$ cat config.mk
export PLATFORM = sky130hd
export DESIGN_NAME = lsu_bus_ctrl
export DESIGN_NICKNAME = d
export VERILOG_FILES = /design/src/rtl/lsu_bus_ctrl.sv
export SDC_FILE = /design/constraint.sdc
export NUM_CORES = 1
export LEC_CHECK = 0
export CORE_UTILIZATION = 47
export DETAILED_ROUTE_END_ITERATION = 12
export GPL_ROUTABILITY_DRIVEN = 0
export GPL_TIMING_DRIVEN = 0
export HOLD_SLACK_MARGIN = 0.03
export PLACE_DENSITY = 0.95
export SKIP_CTS_REPAIR_TIMING = 1
export SLEW_MARGIN = 20
export SYNTH_ARGS = -nofsm -noshare
export SYNTH_HDL_FRONTEND = slang
export SYNTH_SLANG_ARGS = --single-unit
$ cat constraint.sdc
create_clock -name clk -period 5.5 [get_ports clk]
set_clock_uncertainty 0.15 [all_clocks]
set_input_delay 0.55 -clock clk [delete_from_list [all_inputs] [get_ports clk]]
set_output_delay 0.55 -clock clk [all_outputs]
set_load 0.005 [all_outputs]
$ cat src/rtl/lsu_bus_ctrl.sv
// Load/store unit: turns datapath load/store requests into a wait-stated req/ack bus
// transaction, stalling the core until the access resolves, and formats load data.
module lsu_bus_ctrl #(
  parameter int unsigned TIMEOUT = 255,
  parameter int unsigned CNT_W   = 8
) (
  input  logic        clk,
  input  logic        reset,
  input  logic        mem_read,
  input  logic        mem_write,
  input  logic [2:0]  funct3,
  input  logic [31:0] addr,
  input  logic [31:0] wdata,
  output logic [31:0] read_data,
  output logic        stall,
  output logic        misalign,
  output logic        fault,
  output logic        bus_req,
  output logic        bus_we,
  output logic [31:0] bus_addr,
  output logic [3:0]  bus_be,
  output logic [31:0] bus_wdata,
  input  logic [31:0] bus_rdata,
  input  logic        bus_ack,
  input  logic        bus_err
);

  typedef enum logic [1:0] {
    S_IDLE = 2'd0,
    S_REQ  = 2'd1,
    S_DONE = 2'd2
  } state_t;

  state_t           state_q, state_d;
  logic [CNT_W-1:0] cnt_q, cnt_d;
  logic [31:0]      read_data_q, read_data_d;
  logic             bus_req_q, bus_req_d;
  logic             bus_we_q, bus_we_d;
  logic [31:0]      bus_addr_q, bus_addr_d;
  logic [3:0]       bus_be_q, bus_be_d;
  logic [31:0]      bus_wdata_q, bus_wdata_d;
  logic             fault_q, fault_d;
  logic [2:0]       f3_q, f3_d;
  logic [1:0]       lane_q, lane_d;

  logic             access_s;
  logic             aligned_s;
  logic [3:0]       st_be_s;
  logic [31:0]      st_wdata_s;

  // Select the addressed lane and sign/zero-extend it according to the access type.
  function automatic logic [31:0] fmt_load(input logic [2:0] f3, input logic [1:0] lane,
                                           input logic [31:0] rdata);
    logic [31:0] sh;
    sh = rdata >> {lane, 3'b000};
    case (f3)
      3'b000:  fmt_load = {{24{sh[7]}}, sh[7:0]};
      3'b100:  fmt_load = {24'h000000, sh[7:0]};
      3'b001:  fmt_load = {{16{sh[15]}}, sh[15:0]};
      3'b101:  fmt_load = {16'h0000, sh[15:0]};
      default: fmt_load = rdata;
    endcase
  endfunction

  // Request decode: alignment/legality check and store lane placement.
  always_comb begin
    access_s   = mem_read | mem_write;
    aligned_s  = 1'b0;
    st_be_s    = 4'b1111;
    st_wdata_s = wdata;
    case (funct3)
      3'b000, 3'b100: aligned_s = 1'b1;
      3'b001, 3'b101: aligned_s = ~addr[0];
      3'b010:         aligned_s = (addr[1:0] == 2'b00);
      default:        aligned_s = 1'b0;
    endcase
    case (funct3[1:0])
      2'b00: begin
        st_be_s    = 4'b0001 << addr[1:0];
        st_wdata_s = {4{wdata[7:0]}};
      end
      2'b01: begin
        st_be_s    = 4'b0011 << {addr[1], 1'b0};
        st_wdata_s = {2{wdata[15:0]}};
      end
      default: begin
        st_be_s    = 4'b1111;
        st_wdata_s = wdata;
      end
    endcase
  end

  // Next-state and registered-output logic for the IDLE/REQ/DONE sequencer.
  always_comb begin
    state_d     = state_q;
    cnt_d       = cnt_q;
    read_data_d = read_data_q;
    bus_req_d   = bus_req_q;
    bus_we_d    = bus_we_q;
    bus_addr_d  = bus_addr_q;
    bus_be_d    = bus_be_q;
    bus_wdata_d = bus_wdata_q;
    f3_d        = f3_q;
    lane_d      = lane_q;
    fault_d     = 1'b0;
    case (state_q)
      S_IDLE: begin
        cnt_d = '0;
        if (access_s && aligned_s) begin
          state_d     = S_REQ;
          bus_req_d   = 1'b1;
          bus_we_d    = mem_write;
          bus_addr_d  = {addr[31:2], 2'b00};
          bus_be_d    = mem_write ? st_be_s : 4'b1111;
          bus_wdata_d = st_wdata_s;
          f3_d        = funct3;
          lane_d      = addr[1:0];
        end else begin
          state_d = S_IDLE;
        end
      end
      S_REQ: begin
        cnt_d = cnt_q + CNT_W'(1);
        // bus_err outranks bus_ack; a faulted load returns zero, a faulted store leaves read_data
        if (bus_err) begin
          state_d   = S_DONE;
          bus_req_d = 1'b0;
          fault_d   = 1'b1;
          if (!bus_we_q) begin
            read_data_d = '0;
          end else begin
            read_data_d = read_data_q;
          end
        end else if (bus_ack) begin
          state_d   = S_DONE;
          bus_req_d = 1'b0;
          if (!bus_we_q) begin
            read_data_d = fmt_load(f3_q, lane_q, bus_rdata);
          end else begin
            read_data_d = read_data_q;
          end
        end else if (cnt_q == CNT_W'(TIMEOUT)) begin
          state_d   = S_DONE;
          bus_req_d = 1'b0;
          fault_d   = 1'b1;
          if (!bus_we_q) begin
            read_data_d = '0;
          end else begin
            read_data_d = read_data_q;
          end
        end else begin
          state_d = S_REQ;
        end
      end
      S_DONE: begin
        state_d = S_IDLE;
        cnt_d   = '0;
      end
      default: begin
        state_d   = S_IDLE;
        cnt_d     = '0;
        bus_req_d = 1'b0;
      end
    endcase
  end

  // State and output registers with synchronous active-low reset.
  always_ff @(posedge clk) begin
    if (!reset) begin
      state_q     <= S_IDLE;
      cnt_q       <= '0;
      read_data_q <= '0;
      bus_req_q   <= 1'b0;
      bus_we_q    <= 1'b0;
      bus_addr_q  <= '0;
      bus_be_q    <= 4'b0000;
      bus_wdata_q <= '0;
      fault_q     <= 1'b0;
      f3_q        <= 3'b000;
      lane_q      <= 2'b00;
    end else begin
      state_q     <= state_d;
      cnt_q       <= cnt_d;
      read_data_q <= read_data_d;
      bus_req_q   <= bus_req_d;
      bus_we_q    <= bus_we_d;
      bus_addr_q  <= bus_addr_d;
      bus_be_q    <= bus_be_d;
      bus_wdata_q <= bus_wdata_d;
      fault_q     <= fault_d;
      f3_q        <= f3_d;
      lane_q      <= lane_d;
    end
  end

  assign misalign  = (state_q == S_IDLE) && access_s && !aligned_s;
  assign stall     = ((state_q == S_IDLE) && access_s && aligned_s) || (state_q == S_REQ);
  assign fault     = fault_q;
  assign read_data = read_data_q;
  assign bus_req   = bus_req_q;
  assign bus_we    = bus_we_q;
  assign bus_addr  = bus_addr_q;
  assign bus_be    = bus_be_q;
  assign bus_wdata = bus_wdata_q;

endmodule

==> run_results.csv <==
group,metric,value,unit
setup_path,worst_path_most_repeated_cell,"clkdlybuf4s50_1",
setup_path,r2r_cells,8,
power_and_ir_drop,leakage,3.14,nW
routing,via_per_inst,5.44,
cells_and_area,area_delta_synth_final,53.4,%
timing,period_needed,3110,ps
routing,drt-total-wl,16.8,mm
clocking,clk_path_buf_depth,2,
timing,max_freq,322,MHz
routing,vias,5492,
floorplanning,rows,38,
power_and_ir_drop,power_frac_comb,17.1,%
floorplanning,dieArea,11800,µm²
placed_design,port_buffers,206,
cells_and_area,nets,963,
cells_and_area,finish.utilization,74.9,%
cells_and_area,nFillCells,813,
placed_design,hpwlAfterDp,12.4,mm
clocking,numCtsBuffers,17,
setup_path,reg2reg_to,"read_data[14]",
yosys,synth_edf_count,0,
timing,final_hold_viol_count,0,
routing,drt_pass1_iterations,5,
hold_path,hold_class,"reg -> reg",
timing,rsz0062_at_grt,"false",
setup_path,path_cells,"clkdlybuf4s50_1, nor2_1, a21oi_1, nor4b_1, clkdlybuf4s50_1",
clocking,clkTransAtPathRegs,50,ps
global_route,grt_pass1_wl,25.9,mm
clocking,ctsRootBufferMaster,"clkbuf_16",
timing,worst_pin_slew,651,ps
yosys,yosys_warnings,0,
setup_path,worstSetupPathType,"in -> out",
yosys,yosys_most_used_dff,"dfxtp_1",
routing,drcViolationCount,0,
run,maxCapViolCount,0,
clocking,cts_tree,"built",
timing,tns,0,ps
global_route,gr-total-overflow,0,
floorplanning,start_util,48.8,%
yosys,synthCells,631,
power_and_ir_drop,p_clk_share,45.7,%
floorplanning,ioPinCount,210,
global_route,grt_max_degree,17,
setup_path,r2r_slack,2870,ps
placed_design,dp_slack,2410,ps
setup_path,worstReg2RegStart,"cnt_q[0]",
yosys,seq_area_frac_synth,43.5,%
yosys,synthDistinctLibCells,48,
global_route,grt_pass1_vias,5217,
setup_path,cp.arrival,2410,ps
clocking,htree_levels,4,
timing,fin_crit_sh,56.5,%
power_and_ir_drop,internal-power,1.82,mW
yosys,ys_ff_latch,116,
routing,dr.first_iter.drc_count,329,
power_and_ir_drop,powerDensity,299,nW/µm²
timing,report.final.slew_viol_count,0,
setup_path,crit_fanout,5,
clocking,clk_latency,400,ps
setup_path,crit_end,"misalign",
timing,setup_slack,2390,ps
cells_and_area,layout-drive-gt1-share,5.75,%
power_and_ir_drop,pwr-share-seq,37.3,%
setup_path,worstSetupStartpointType,"primary input",
timing,setup_violations,0,
floorplanning,die-height,109,µm
power_and_ir_drop,switching_share,25.7,%
global_route,antenna_found_initial,0,
setup_path,end_kind,"output port",
power_and_ir_drop,peakVddDrop,0.210,mV
cells_and_area,antenna_cells,0,
setup_path,crit_slowest_cell,"clkdlybuf4s50_1",
global_route,grt.total_usage,28.6,%
timing,maxSlewHeadroom,56.2,%
power_and_ir_drop,p_switching,0.628,mW
setup_path,cp-startpoint,"addr[1]",
yosys,async_flop_share,0,%
clocking,clock_sinks,116,
yosys,syn-cell-area,5340,µm²
routing,wl_per_cell,16.6,µm
setup_path,required,4800,ps
setup_path,cpPeakStageDelay,660,ps
floorplanning,chipWidth,109,µm
yosys,syn_avg_cell_area,8.46,µm²
floorplanning,coreArea,10900,µm²
routing,antenna_left,0,
status,outcome,"completed",
## cells in the mapped netlist, types with 10 or more instances
cell | number | share of area (%)
a21boi_1 | 59 | 8.3
o211a_1 | 21 | 3.9
o211ai_1 | 16 | 2.2
nand2b_1 | 14 | 1.6
nand2_1 | 156 | 11
nor2_1 | 25 | 1.8
a21oi_1 | 22 | 2.1
clkbuf_1 | 37 | 2.6
mux2i_1 | 29 | 5.4
dfxtp_1 | 116 | 43
nand3_1 | 18 | 1.7
o21ai_1 | 10 | 0.94
## power groups by stage
stage / Clock [mW] / Sequential [mW] / Combinational [mW]
detailed placement: 0 / 0.928 / 0.412
global route: 1.17 / 0.916 / 0.451
floorplan: 0 / 0.930 / 0.185
finish: 1.12 / 0.911 / 0.418
CTS: 1.13 / 0.911 / 0.416
global placement: 0 / 0.926 / 0.406
## how the worst min path moves through the flow
stage               slack (ps)             to  depth (start not counted)           from
global placement           290   bus_addr[29]                          2   bus_addr[29]
CTS                        300  bus_wdata[24]                          2  bus_wdata[24]
floorplan                  280       cnt_q[0]                          1       cnt_q[0]
global route               320   bus_addr[19]                          2   bus_addr[19]
detailed placement         290  bus_wdata[24]                          2  bus_wdata[24]
finish                     300  bus_wdata[24]                          2  bus_wdata[24]
## cell families after synthesis
family                   count (synthesis)  share of synthesized area [%]
multiplexers                            31                           6.07
other                                    1                         0.0702
adder cells (fa/ha/maj)                  1                          0.234
AO/OA/AOI/OAI                          181                           25.1
XOR/XNOR                                 6                          0.984
buffers and inverters                   62                           5.06
AND/OR/NAND/NOR                        233                           19.0
flip-flops                             116                           43.5
## through the flow
step                area [µm²]  power, mW  std cells  hold slack [ps]
floorplan                 5340       1.11        632              280
global placement          7580       1.33        978              290
detailed placement        7580       1.34        978              294
finish                    8190       2.45       1010              299
CTS                       8190       2.46       1010              301
global route              8190       2.54       1010              320
## registers in the layout (all words and copies together), names as in the netlist
name / cells
bus_we: 1
bus_be: 4
state_q: 2
fault: 1
cnt_q: 8
bus_wdata: 32
bus_addr: 30
lane_q: 2
bus_req: 1
read_data: 32
f3_q: 3
## layout by cell type (no fill, tap or decap), drive strengths merged, types with 2 or more instances in the layout
cell type      count
conb               2
a21boi            59
xnor2              3
o2bb2ai            7
nor4               2
nand2            156
a211oi             9
dfxtp            116
nor2b              7
clkdlybuf4s50    206
o211ai            16
nor3               2
clkbuf            57
nand2b            14
clkinvlp           4
nor2              25
o211a             21
bufinv             2
o22ai              9
a32o               7
inv               13
o2111ai            5
clkinv             2
o21ai             19
buf               16
nand3             18
mux2i             29
xor2               3
nor3b              3
a21oi             22
## critical path, delay by kind of cell
kind	cells	cell delay, ps
AO/OA/AOI/OAI	1	270
AND/OR/NAND/NOR	2	360
buffers and inverters	2	1230
## area by class of cell
cell class	instances	area, µm²	area share [%]
flip-flops and latches	116	2320	28.4
multi-input cells	454	2750	33.6
plain buffers	53	236	2.89
clock inverters	12	143	1.74
clock buffers	20	467	5.70
inverters	9	33.8	0.413
repair buffers	206	2060	25.2
well taps	140	175	2.14
## routing by layer
layer	global-route usage, %	part of all wire, %	up-vias
met4	11.4	2.5	0
met3	8.14	9.0	32
met5	0	0	-
met2	48.5	48	250
met1	33.9	40	2552
li1	-	-	2658
(Power assumes the default switching activity.)
